## config.mk

```make
export PLATFORM = sky130hd
export DESIGN_NAME = gain_stepper
export DESIGN_NICKNAME = d
export VERILOG_FILES = /design/src/rtl/gain_stepper.sv
export SDC_FILE = /design/constraint.sdc
export NUM_CORES = 1
export LEC_CHECK = 0
export CORE_ASPECT_RATIO = 0.7
export CORE_MARGIN = 4
export CORE_UTILIZATION = 40
export DETAILED_ROUTE_END_ITERATION = 8
export PLACE_DENSITY = 0.67
export SETUP_SLACK_MARGIN = 0.02
export SLEW_MARGIN = 0
export SYNTH_ARGS = -nofsm -noshare
export SYNTH_HDL_FRONTEND = slang
export SYNTH_SLANG_ARGS = --single-unit
```

## constraint.sdc

```tcl
create_clock -name clk -period 5.3 [get_ports clk]
set_input_delay 1.06 -clock clk [delete_from_list [all_inputs] [get_ports clk]]
set_output_delay 1.06 -clock clk [all_outputs]
set_load 0.05 [all_outputs]
```

## src/rtl/gain_stepper.sv

```systemverilog
// gain_stepper: up/down button gain control with hold-to-repeat and a
// handshaked set-gain request (IDLE -> ISSUE -> GUARD -> WAIT).
`default_nettype none

module gain_stepper #(
  parameter int GAIN_W        = 8,
  parameter int MIN_DB        = -16,
  parameter int MAX_DB        = 44,
  parameter int STEP_DB       = 4,
  parameter int RESET_DB      = 0,
  parameter int WRAP          = 1,
  parameter int HOLD_CYCLES   = 20000000,
  parameter int REPEAT_CYCLES = 5000000
) (
  input  logic                     clk,
  input  logic                     rst_n,
  input  logic                     btn_up_i,
  input  logic                     btn_dn_i,
  input  logic                     set_ready_i,
  output logic signed [GAIN_W-1:0] gain_dB_o,
  output logic                     set_gain_o,
  output logic                     busy_o,
  output logic                     at_limit_o
);

  localparam int CNT_MAX = (HOLD_CYCLES > REPEAT_CYCLES) ? HOLD_CYCLES : REPEAT_CYCLES;
  localparam int CNT_W   = $clog2(CNT_MAX + 1);

  localparam logic [CNT_W-1:0] HOLD_CNT   = CNT_W'(HOLD_CYCLES);
  localparam logic [CNT_W-1:0] REPEAT_CNT = CNT_W'(REPEAT_CYCLES);

  localparam logic signed [GAIN_W:0]   MIN_X   = (GAIN_W+1)'(MIN_DB);
  localparam logic signed [GAIN_W:0]   MAX_X   = (GAIN_W+1)'(MAX_DB);
  localparam logic signed [GAIN_W:0]   STEP_X  = (GAIN_W+1)'(STEP_DB);
  localparam logic signed [GAIN_W-1:0] MIN_G   = GAIN_W'(MIN_DB);
  localparam logic signed [GAIN_W-1:0] MAX_G   = GAIN_W'(MAX_DB);
  localparam logic signed [GAIN_W-1:0] RESET_G = GAIN_W'(RESET_DB);

  typedef enum logic [1:0] {
    S_IDLE  = 2'd0,
    S_ISSUE = 2'd1,
    S_GUARD = 2'd2,
    S_WAIT  = 2'd3
  } state_t;

  // One extra bit of headroom keeps gain +/- step from overflowing
  function automatic logic signed [GAIN_W-1:0] next_gain(
    input logic signed [GAIN_W-1:0] g,
    input logic                     up
  );
    logic signed [GAIN_W:0]   gx;
    logic signed [GAIN_W:0]   sum;
    logic signed [GAIN_W-1:0] res;
    gx = {g[GAIN_W-1], g};
    if (up) begin
      sum = gx + STEP_X;
      if (sum > MAX_X) res = (WRAP != 0) ? MIN_G : MAX_G;
      else             res = sum[GAIN_W-1:0];
    end else begin
      sum = gx - STEP_X;
      if (sum < MIN_X) res = (WRAP != 0) ? MAX_G : MIN_G;
      else             res = sum[GAIN_W-1:0];
    end
    return res;
  endfunction

  state_t                     state_q, state_d;
  logic signed [GAIN_W-1:0]   gain_q, gain_d;
  logic                       set_q, set_d;
  logic                       busy_q, busy_d;
  logic                       at_limit_q, at_limit_d;
  logic                       pend_v_q, pend_v_d;
  logic                       pend_up_q, pend_up_d;
  logic                       btn_up_q, btn_dn_q;
  logic                       hold_act_q, hold_act_d;
  logic                       hold_up_q, hold_up_d;
  logic                       rep_q, rep_d;
  logic [CNT_W-1:0]           cnt_q, cnt_d;

  logic                       up_press, dn_press, both_high, held;
  logic                       step_v, step_up;
  logic                       cand_v, cand_up;
  logic signed [GAIN_W-1:0]   ng;

  // Press detection and hold/auto-repeat timing
  always_comb begin
    up_press   = btn_up_i & ~btn_up_q;
    dn_press   = btn_dn_i & ~btn_dn_q;
    both_high  = btn_up_i & btn_dn_i;
    held       = hold_up_q ? btn_up_i : btn_dn_i;
    hold_act_d = hold_act_q;
    hold_up_d  = hold_up_q;
    rep_d      = rep_q;
    cnt_d      = cnt_q;
    step_v     = 1'b0;
    step_up    = 1'b0;
    if (both_high) begin
      hold_act_d = 1'b0;
      rep_d      = 1'b0;
    end else if (up_press || dn_press) begin
      step_v     = 1'b1;
      step_up    = up_press;
      hold_act_d = 1'b1;
      hold_up_d  = up_press;
      rep_d      = 1'b0;
      cnt_d      = CNT_W'(1);
    end else if (hold_act_q) begin
      if (!held) begin
        hold_act_d = 1'b0;
        rep_d      = 1'b0;
      end else if ((!rep_q && cnt_q == HOLD_CNT) || (rep_q && cnt_q == REPEAT_CNT)) begin
        step_v  = 1'b1;
        step_up = hold_up_q;
        rep_d   = 1'b1;
        cnt_d   = CNT_W'(1);
      end else begin
        cnt_d = cnt_q + CNT_W'(1);
      end
    end
  end

  always_comb begin
    state_d   = state_q;
    gain_d    = gain_q;
    set_d     = 1'b0;
    pend_v_d  = pend_v_q;
    pend_up_d = pend_up_q;
    cand_v    = step_v | pend_v_q;
    cand_up   = step_v ? step_up : pend_up_q;
    ng        = gain_q;

    // While busy, the latest step overwrites whatever was pending
    if (state_q != S_IDLE && step_v) begin
      pend_v_d  = 1'b1;
      pend_up_d = step_up;
    end

    case (state_q)
      S_IDLE: begin
        if (step_v) begin
          ng = next_gain(gain_q, step_up);
          if (ng != gain_q) begin
            gain_d  = ng;
            set_d   = 1'b1;
            state_d = S_ISSUE;
          end
        end
      end
      S_ISSUE: state_d = S_GUARD;
      S_GUARD: state_d = S_WAIT;
      S_WAIT: begin
        if (set_ready_i) begin
          pend_v_d = 1'b0;
          state_d  = S_IDLE;
          if (cand_v) begin
            ng = next_gain(gain_q, cand_up);
            if (ng != gain_q) begin
              gain_d  = ng;
              set_d   = 1'b1;
              state_d = S_ISSUE;
            end
          end
        end
      end
      default: state_d = S_IDLE;
    endcase

    busy_d     = (state_d != S_IDLE);
    at_limit_d = (gain_d == MIN_G) || (gain_d == MAX_G);
  end

  always_ff @(posedge clk) begin
    if (!rst_n) begin
      state_q    <= S_IDLE;
      gain_q     <= RESET_G;
      set_q      <= 1'b0;
      busy_q     <= 1'b0;
      at_limit_q <= (RESET_G == MIN_G) || (RESET_G == MAX_G);
      pend_v_q   <= 1'b0;
      pend_up_q  <= 1'b0;
      hold_act_q <= 1'b0;
      hold_up_q  <= 1'b0;
      rep_q      <= 1'b0;
      cnt_q      <= '0;
      // Track the live level so a button held through reset is not a press
      btn_up_q   <= btn_up_i;
      btn_dn_q   <= btn_dn_i;
    end else begin
      state_q    <= state_d;
      gain_q     <= gain_d;
      set_q      <= set_d;
      busy_q     <= busy_d;
      at_limit_q <= at_limit_d;
      pend_v_q   <= pend_v_d;
      pend_up_q  <= pend_up_d;
      hold_act_q <= hold_act_d;
      hold_up_q  <= hold_up_d;
      rep_q      <= rep_d;
      cnt_q      <= cnt_d;
      btn_up_q   <= btn_up_i;
      btn_dn_q   <= btn_dn_i;
    end
  end

  assign gain_dB_o  = gain_q;
  assign set_gain_o = set_q;
  assign busy_o     = busy_q;
  assign at_limit_o = at_limit_q;

endmodule

`default_nettype wire
```

=== After elaboration in Yosys (flattened, before gate mapping) ===
Cells that the tools add are included.

* Register bits: 45
* Input port bits: 5
* Word-level logic and storage cells: 104

* Reductions and logical operators: 17
* Bitwise gates (word level): 8
* Magnitude comparators: 2
* Add/subtract/negate cells: 3
* Multiplexer cells: 51
* Equal/unequal tests: 10

{| class="wikitable"
|+ Operators with widths
! cell !! count
|-
| two-way mux 8 bit || 14
|-
| two-way mux 25 bit || 4
|-
| two-way mux 1 bit || 27
|-
| adder 25 x 1 -> 25 bit, second input constant || 1
|-
| == test 25 x 23 -> 1 bit, second input constant || 1
|-
| == test 25 bit, second input constant || 1
|-
| != test 8 bit || 2
|-
| case mux 8 bit (2 select lines) || 1
|-
| adder 8 x 4 -> 9 bit, second input constant || 1
|-
| greater-than comparator 9 x 7 -> 1 bit, second input constant || 1
|-
| < comparator 9 x 5 -> 1 bit, second input constant || 1
|-
| subtractor 8 x 4 -> 9 bit, second input constant || 1
|-
| == test 8 x 5 -> 1 bit, second input constant || 1
|-
| == test 8 x 7 -> 1 bit, second input constant || 1
|-
| case mux 2 bit (4 select lines) || 1
|-
| nonzero test 2 bit || 4
|-
| two-way mux 2 bit || 3
|-
| == test 2 bit, second input constant || 2
|-
| NOT 1 bit || 4
|-
| AND reduction 2 bit || 2
|-
| bitwise AND 1 bit || 3
|-
| logical AND 1 bit || 3
|-
| logical OR 1 bit || 3
|-
| AND reduction 3 bit || 1
|-
| other kinds (8) || 8
|}

=== Logic depth before layout (Yosys ltp) ===
* Word-level depth: 20
* Mapped depth: 15

=== Least setup slack after synthesis ===
Ideal clock, no wire load.

* Path kind: register to register
* From: register gain_q[2], in the netlist gain_dB_o[2]
* To: register at_limit_q, in the netlist at_limit_o
* Stages on the path, launching flop included: 16
* Arrival time: 3.670 ns
* Clock period less this slack: 3.756 ns
* Library setup time: 0.086 ns
* Path buffers: 2
* Slack: 1.544 ns
* Cell sequence: dfxtp_1 -> buf_4 -> inv_1 -> ha_1 -> clkbuf_1 -> nand2_1 -> nand3_1 -> o221ai_1 -> nand2_1 -> nor3_1 -> o21ai_0 -> a2111oi_4 -> a31oi_2 -> a211o_1 -> nand4bb_1 -> a221oi_2

* Word-level cells in the longest chain between the ends: 14
* Elaborated cells between the ends (all ways): 24
* Those cells by class: add/sub: 2; order compare: 2; eq/ne: 4; mux: 15; reduce/logical: 1

{| class="wikitable"
|+ RTL lines
! element !! RTL line !! source
|-
| from (decl) || 68 || <nowiki>logic signed [GAIN_W-1:0] gain_q, gain_d;</nowiki>
|-
| from (signal assigned) || 190 || <nowiki>gain_q <= gain_d;</nowiki>
|-
| subtractor 8 x 4 -> 9 bit or adder 8 x 4 -> 9 bit (tied branches) || 60, 56 ||
|-
| < comparator 9 x 5 -> 1 bit or greater-than comparator 9 x 7 -> 1 bit (tied branches) || 61, 57 ||
|-
| two-way mux 8 bit (on tied branches) || 61, 57 ||
|-
| two-way mux 8 bit || 55 || <nowiki>if (up) begin</nowiki>
|-
| two-way mux 8 bit || 155 || <nowiki>if (cand_v) begin</nowiki>
|-
| two-way mux 8 bit || 152 || <nowiki>if (set_ready_i) begin</nowiki>
|-
| two-way mux 8 bit || 138 || <nowiki>case (state_q)</nowiki>
|-
| != test 8 bit || 157 || <nowiki>if (ng != gain_q) begin</nowiki>
|-
| two-way mux 8 bit || 157 ||
|-
| two-way mux 8 bit || 155 ||
|-
| two-way mux 8 bit || 152 ||
|-
| case mux 8 bit (2 select lines) (*) || 138 ||
|-
| == test 8 x 5 -> 1 bit or == test 8 x 7 -> 1 bit (tied branches) || 169 || <nowiki>at_limit_d = (gain_d == MIN_G) || (gain_d == MAX_G);</nowiki>
|-
| logical OR 1 bit (*) || 169 ||
|-
| to (signal assigned) || 178 || <nowiki>at_limit_q <= (RESET_G == MIN_G) || (RESET_G == MAX_G);</nowiki>
|-
| to (signal assigned) || 193 || <nowiki>at_limit_q <= at_limit_d;</nowiki>
|-
| to (decl) || 71 || <nowiki>logic at_limit_q, at_limit_d;</nowiki>
|}

Every way passes the cells marked *; elsewhere a longest branch is shown, timed or not. The select of a mux whose other input is x is not followed.
A chain may end at the register's enable or synchronous reset.

=== Worst setup path after layout ===
* From: input port btn_up_i
* To: register at_limit_q, in the netlist at_limit_o

* Word-level cells in the longest chain between the ends: 17
* Elaborated cells between the ends (all ways): 32
* Those cells by class: eq/ne: 4; mux: 23; bitwise: 3; reduce/logical: 2

{| class="wikitable"
|+ RTL lines
! element !! RTL line !! source
|-
| from (decl) || 17 || <nowiki>input logic btn_up_i,</nowiki>
|-
| two-way mux 1 bit || 90 || <nowiki>held = hold_up_q ? btn_up_i : btn_dn_i;</nowiki>
|-
| two-way mux 1 bit || 108 || <nowiki>if (!held) begin</nowiki>
|-
| two-way mux 1 bit || 107 || <nowiki>end else if (hold_act_q) begin</nowiki>
|-
| two-way mux 1 bit || 100 || <nowiki>end else if (up_press || dn_press) begin</nowiki>
|-
| two-way mux 1 bit || 97 || <nowiki>if (both_high) begin</nowiki>
|-
| two-way mux 1 bit || 129 || <nowiki>cand_up = step_v ? step_up : pend_up_q;</nowiki>
|-
| two-way mux 8 bit || 55 ||
|-
| two-way mux 8 bit || 155 ||
|-
| two-way mux 8 bit || 152 ||
|-
| two-way mux 8 bit || 138 ||
|-
| != test 8 bit || 157 ||
|-
| two-way mux 8 bit || 157 ||
|-
| two-way mux 8 bit || 155 ||
|-
| two-way mux 8 bit || 152 ||
|-
| case mux 8 bit (2 select lines) (*) || 138 ||
|-
| == test 8 x 5 -> 1 bit or == test 8 x 7 -> 1 bit (tied branches) || 169 ||
|-
| logical OR 1 bit (*) || 169 ||
|}

Marked as above.

==> flow_metrics.tcl <==
set metrics [dict create \
    yosysTopAreaCell "dfxtp_1" \
    wl_per_cell_um 17.1 \
    worstSetupStartpointType "primary input" \
    cts.htree.levels 2 \
    syn_inst 434 \
    dieWidth_um 118 \
    yosysSeqAreaShare_pct 26.6 \
    synth-edff-count 0 \
    holdCritPathClass "reg -> reg" \
    fp-row-count 27 \
    met2_length_mm 3.42 \
    core_area_um2 8040 \
    antenna_cells 0 \
    syn_nets 448 \
    power.internal_mw 0.753 \
    yosysMostFrequentCell "nor2_1" \
    synth-seq-cells 45 \
    grtUsageTotal_pct 18.0 \
    syn2layout_area_growth_pct 10.6 \
    dp_hpwl_mm 6.71 \
    hold_buffers 0 \
    worstHoldPathCells 1 \
    cts_resized 0 \
    cts.reportedPaths.clkPinSlew_ns 0.06 \
    vias 3331 \
    swShare_pct 40.3 \
    synth_warnings 0 \
    synth.avg_cell_area_um2 7.80 \
    clock_latency_ns 0.29 \
    synth_area_leaders "dfxtp_1, nor2_1, nand2_1, o21ai_0, a21oi_1" \
    postCtsSetupRepairBufs 0 \
    async_flop_share_pct 0 \
    top_layer "met4" \
    viasPerCell 6.17 \
    cts_sinks 45 \
    clock.fmax_ghz 0.232 \
    cp.arrival_ns 4.51 \
    end_kind "flip-flop" \
    relSlewSlack_pct 43.0 \
    port_buffers 15 \
    ioPinCount 16 \
    grt_max_degree 25 \
    die_area_um2 10000 \
    gp_congestion 0.966 \
    min_period_over_period_pct 81.3 \
    root_buffer "clkbuf_16" \
    grt_pass1_vias 2875 \
    p_seq_share_pct 31.4 \
    crit_type "in -> reg" \
    grt_pass1_wl_mm 15.1 \
    fin_tns_setup_ns 0 \
    layout.nets 452 \
    tightest_slew_ns 0.854 \
    fill_cells 791 \
    floorplan.initialDensity_pct 42.1 \
    ff2ff_path_depth 13 \
    firstDrtPassIters 5 \
    globalRouteOverflowTotal 0 \
    antenna_found_initial 0 \
    crit_cells 11 \
    antenna_left 0 \
    max-vdd-ir-drop_mv 0.117 \
    combPwrFrac_pct 42.6 \
    cp_data_required_time_ns 5.50 \
    synth_area_um2 3380 \
    drive_gt1_share_pct 8.43 \
    power.density_nw_per_um2 337 \
    critPathBufInv 1 \
    cts_tree "done" \
    cp_cell_sequence "clkdlybuf4s50_1, nor2b_1, a22o_1, a211oi_2, nor2_2, a311oi_2, a2111oi_4, a31oi_2, o21ai_0, a211o_1, a221oi_2" \
    fin_crit_ns 4.31 \
    setup_viol 0 \
    leakagePower_nw 1.31 \
    synth_ff_type "dfxtp_1" \
    slowest_delay_ns 0.67 \
    rsz0062_at_grt "false" \
    slowest_stage "clkdlybuf4s50_1" \
    wirelength_mm 9.23 \
    outcome "completed" \
    cap_violations 0 \
    drtIter0Drc 426 \
    yosysUniqueCellTypes 80 \
    ctsLongestPathBuffers 2 \
    ys_top_cells_by_count "nor2_1, dfxtp_1, nand2_1, o21ai_0, a21oi_1" \
    synth_top_area_share_pct 26.6 \
    crit_family "compound AO/OA/AOI/OAI gates" \
    crit_fanout 12 \
    met3_length_um 940 \
    drc 0 \
    cts_made_buffers 5 \
    finalMaxSlewViolations 0 \
    skew_ns 0.00507 \
    final_hold_viol_count 0 \
    dieHeight_um 84.9 \
    power_frac_clock_pct 26.0 \
    p_sw_mw 0.509 \
    holdWs_ns 0.500 \
    wl_met1_mm 4.79 \
]
## power by group through the flow
stage / combinational [mW] / sequential, mW / clock [mW]
6_report: 0.538 / 0.397 / 0.328
5_1_grt: 0.581 / 0.401 / 0.357
4_1_cts: 0.523 / 0.396 / 0.336
3_5_place_dp: 0.519 / 0.404 / 0
3_3_place_gp: 0.530 / 0.404 / 0
2_1_floorplan: 0.381 / 0.414 / 0
## layout by cell type, fill, tap and decap left out, types with 3 or more instances in the layout
cell             count
and3_1               6
nor4_1               3
o211ai_1             4
o22ai_1              4
o21ai_0             29
mux2i_1              5
nand2_1             40
nor2b_1              6
nor2_1              46
o31ai_1              4
a211oi_1             6
inv_1               14
nor3b_1              3
nor4b_1              3
clkbuf_16            5
ha_1                 9
xor2_1              15
and4bb_1             4
a211o_1              4
and2_1              11
nor3_1              17
a21oi_1             27
o21ai_1              3
xnor2_1              7
o21a_1               7
or3_1                6
clkdlybuf4s50_1     15
a21boi_0             3
nand3_1             14
dfxtp_1             45
nand4_1              6
nand2b_1             4
## worst paths after layout
check / from / endpoint / slack (ns)
hold / removal: pend_up_q$_SDFFE_PN0P_ / pend_up_q$_SDFFE_PN0P_ / 0.50
hold reg to reg: pend_up_q$_SDFFE_PN0P_ / pend_up_q$_SDFFE_PN0P_ / 0.50
setup / recovery: btn_up_i / at_limit_o$_SDFF_PN0_ / 0.99
setup reg to reg: gain_dB_o[2]$_SDFF_PN0_ / at_limit_o$_SDFF_PN0_ / 1.18
## routing by layer
metal,vias up,global-route usage (%)
met5,-,0
met4,0,2.87
met3,13,5.26
met2,159,22.4
met1,1553,29.5
li1,1606,-
## registers in the layout (all words and copies together), names as in the netlist
name,count
hold_act_q,1
pend_v_q,1
set_gain_o,1
busy_o,1
hold_up_q,1
at_limit_o,1
pend_up_q,1
gain_dB_o,8
btn_up_q,1
rep_q,1
btn_dn_q,1
state_q,2
cnt_q,25
## final cells by class
cell class / instances / area (µm²) / area share (%)
clock buffers: 7 / 153 / 4.08
flip-flops and latches: 45 / 901 / 24.1
well taps: 101 / 126 / 3.38
multi-input cells: 356 / 2350 / 62.7
repair buffers: 16 / 158 / 4.21
inverters: 14 / 52.6 / 1.40
clock inverters: 1 / 5.00 / 0.134
## metrics by stage
stage	cells	utilization (%)	area (µm²)	setup slack (ns)	total power [mW]
detailed placement	532	44.6	3580	0.776	0.922
global route	540	46.5	3740	0.850	1.34
global placement	532	44.6	3580	0.745	0.933
floorplan	434	-	3380	1.54	0.796
CTS	540	46.5	3740	1.08	1.25
finish	540	46.5	3740	0.991	1.26
## cell families (layout without fill, tap and decap cells)
logic type / count (synthesis) / in the layout / synth area share, %
mux: 7 / 7 / 2.14
compound gates: 129 / 129 / 27.8
flops: 45 / 45 / 26.6
xor+xnor: 22 / 22 / 5.70
fa+ha+maj: 9 / 9 / 3.33
simple gates: 189 / 189 / 30.3
buf+inv: 33 / 38 / 4.03
Note: power is estimated with default switching activity, not from simulation.
==> variant: new RTL, config.mk and constraints unchanged <==
The parameter `WRAP` goes from 1 to 0.
--- a/src/rtl/gain_stepper.sv
+++ b/src/rtl/gain_stepper.sv
@@ -9,5 +9,5 @@
   parameter int STEP_DB       = 4,
   parameter int RESET_DB      = 0,
-  parameter int WRAP          = 1,
+  parameter int WRAP          = 0,
   parameter int HOLD_CYCLES   = 20000000,
   parameter int REPEAT_CYCLES = 5000000
Formal check against the unedited RTL: same outputs for any inputs over 10 cycles, from zero or initial values and one cycle with rst_n low; that may be too few to reach the edited logic, so the function may still have changed.
==> variant against the unedited design <==
First-iteration DRC count decreased by 32%; sequential share of layout area barely moved; design area decreased by 0.17%; synthesized area is 1.7% lower; critical path depth rose by 2; total power fell by 4.6%; worst hold slack improved by 0.0012 ns; cell count shrank 0.93%; setup slack got worse by 0.24 ns; wire length fell by 6.1%; sequential cell count stayed put.
==> variant: results (changes against the unedited design) <==
STA
  – Slew headroom: 47.63% (+4.6 points)
  – Setup slack after layout: 0.7466 ns (-0.2441 ns)
  – Fin Clk Skew: 0.01031 ns (+0.005244 ns)

Finish
  – Clk cell area share: 5.092% (+0.88 points)
  – Signal buf overhead: 5.427% (+1.2 points)
  – Post-layout nets: 447 (-1.1%)
  – Inverters: 18 (+4)
  – Final Non-Filler Cells: 535 (-0.93%)
  – Seq/total area: 24.12% (+0.040 points)
  – Fin util: 46.85% (+0.32 points)
  – #MultiIn Comb: 341 (-4.2%)
  – Non-clock buffer count: 22 (+6)
  – Layout cell share with drive strength beyond 1: 6.912% (-1.5 points)
  – Multi-input logic area: 2247 sq um (-4.2%)
  – Fillers: 776 (-1.9%)

GRT
  – Vias in the first global route: 2842 (-1.1%)
  – Largest net degree at the start of global routing: 24 (-4.0%)
  – Total global-route track usage: 17.96% (-0.065 points)
  – First-pass GRT wire length: 14460 um (-4.0%)
  – Initial antenna violation count: 0 (unchanged)

Critical path
  – CP peak stage delay: 0.54 ns (-0.13 ns)
  – Reg2reg setup slack: 0.78 ns (-0.40 ns)
  – RR Startpoint: gain_dB_o[2]
  – Slowest-stage cell, CP: clkdlybuf4s50_1
  – Critical Path Sink Type: flip-flop
  – Worst-path maximum fanout: 9 (-3)
  – Worst Path Arrival: 4.77 ns (+0.26 ns)
  – Crit path max-delay family: compound AO/OA/AOI/OAI gates

Status
  – Status: finished, final reports clean

Die
  – Die area: 9857 sq um (-1.6%)

Synthesis
  – Yosys cell types: 67 (-16%)
  – Top cells by area, synth: dfxtp_1 (27%), xor2_1 (5.5%), nor2_1 (5.3%)
  – Xor-xnor portion of the synthesized cell area: 6.549% (+0.85 points)
  – Post-Syn Nets: 442 (-1.3%)
  – Multiplexer area fraction after synthesis: 4.065% (+1.9 points)
  – Adder-cell share of the synthesized area: 3.387% (+0.059 points)
  – Most frequent cells after synthesis: nor2_1 (47), dfxtp_1 (45), nand2_1 (41), o21ai_0 (22), xor2_1 (21)
  – Compound-gate portion of the synthesized area: 22.88% (-5.0 points)
  – Post-Synthesis Mean Instance Area: 7.767 sq um (-0.36%)
  – Register area share after synthesis: 27.10% (+0.47 points)
  – Fraction of registers with async set/reset: 0% (unchanged)

Power
  – Net Switching: 420.6 uW (-17%)
  – Pleak: 0.001440 uW (+10%)
  – Max rail drop VDD: 0.1819 mV (+56%)

Drt
  – Routed Wire Length: 8663 um (-6.1%)
  – Routed via count: 3151 (-5.4%)
  – DRT iter0 DRCs: 288 (-32%)

Placement
  – DP Cell Count: 527 (-0.94%)
  – # port buffers: 15 (unchanged)
  – DPL Wire Length: 6311 um (-5.9%)
  – Setup slack at placement: 0.4796 ns (-0.2968 ns)
  – Placed Area: 3545 sq um (-1.1%)
  – Routability cong.: 0.9333 (-3.4%)

CTS
  – Setup bufs post-CTS: 0 (unchanged)
  – Clk_lat worst skew: 0.29 ns (about the same)
## variant: layer usage
| metal | global-route usage [%] | vias up | wire length [um] |
|---|---|---|---|
| met4 | 3.021 | 0 | 39 |
| met2 | 23.64 | 113 | 3494 |
| met3 | 4.539 | 4 | 712 |
| met5 | 0 | - | 0 |
| li1 | - | 1566 | - |
| met1 | 28.99 | 1468 | 4416 |
## variant: worst min path at each step
stage | from | to | slack [ns] | cells past startpoint
final | pend_v_q | pend_v_q | 0.50 | 1
after detailed placement | pend_v_q | pend_v_q | 0.49 | 1
after CTS | pend_v_q | pend_v_q | 0.51 | 1
after global placement | pend_v_q | pend_v_q | 0.48 | 1
after floorplan | rep_q | rep_q | 0.46 | 2
after global routing | pend_v_q | pend_v_q | 0.54 | 1
## variant: power groups by stage
stage	logic (uW)	registers (uW)	clock network [uW]
2_1_floorplan	287	409	0
3_3_place_gp	403	391	0
3_5_place_dp	406	391	0
4_1_cts	409	384	409
5_1_grt	457	388	425
6_report	418	385	401
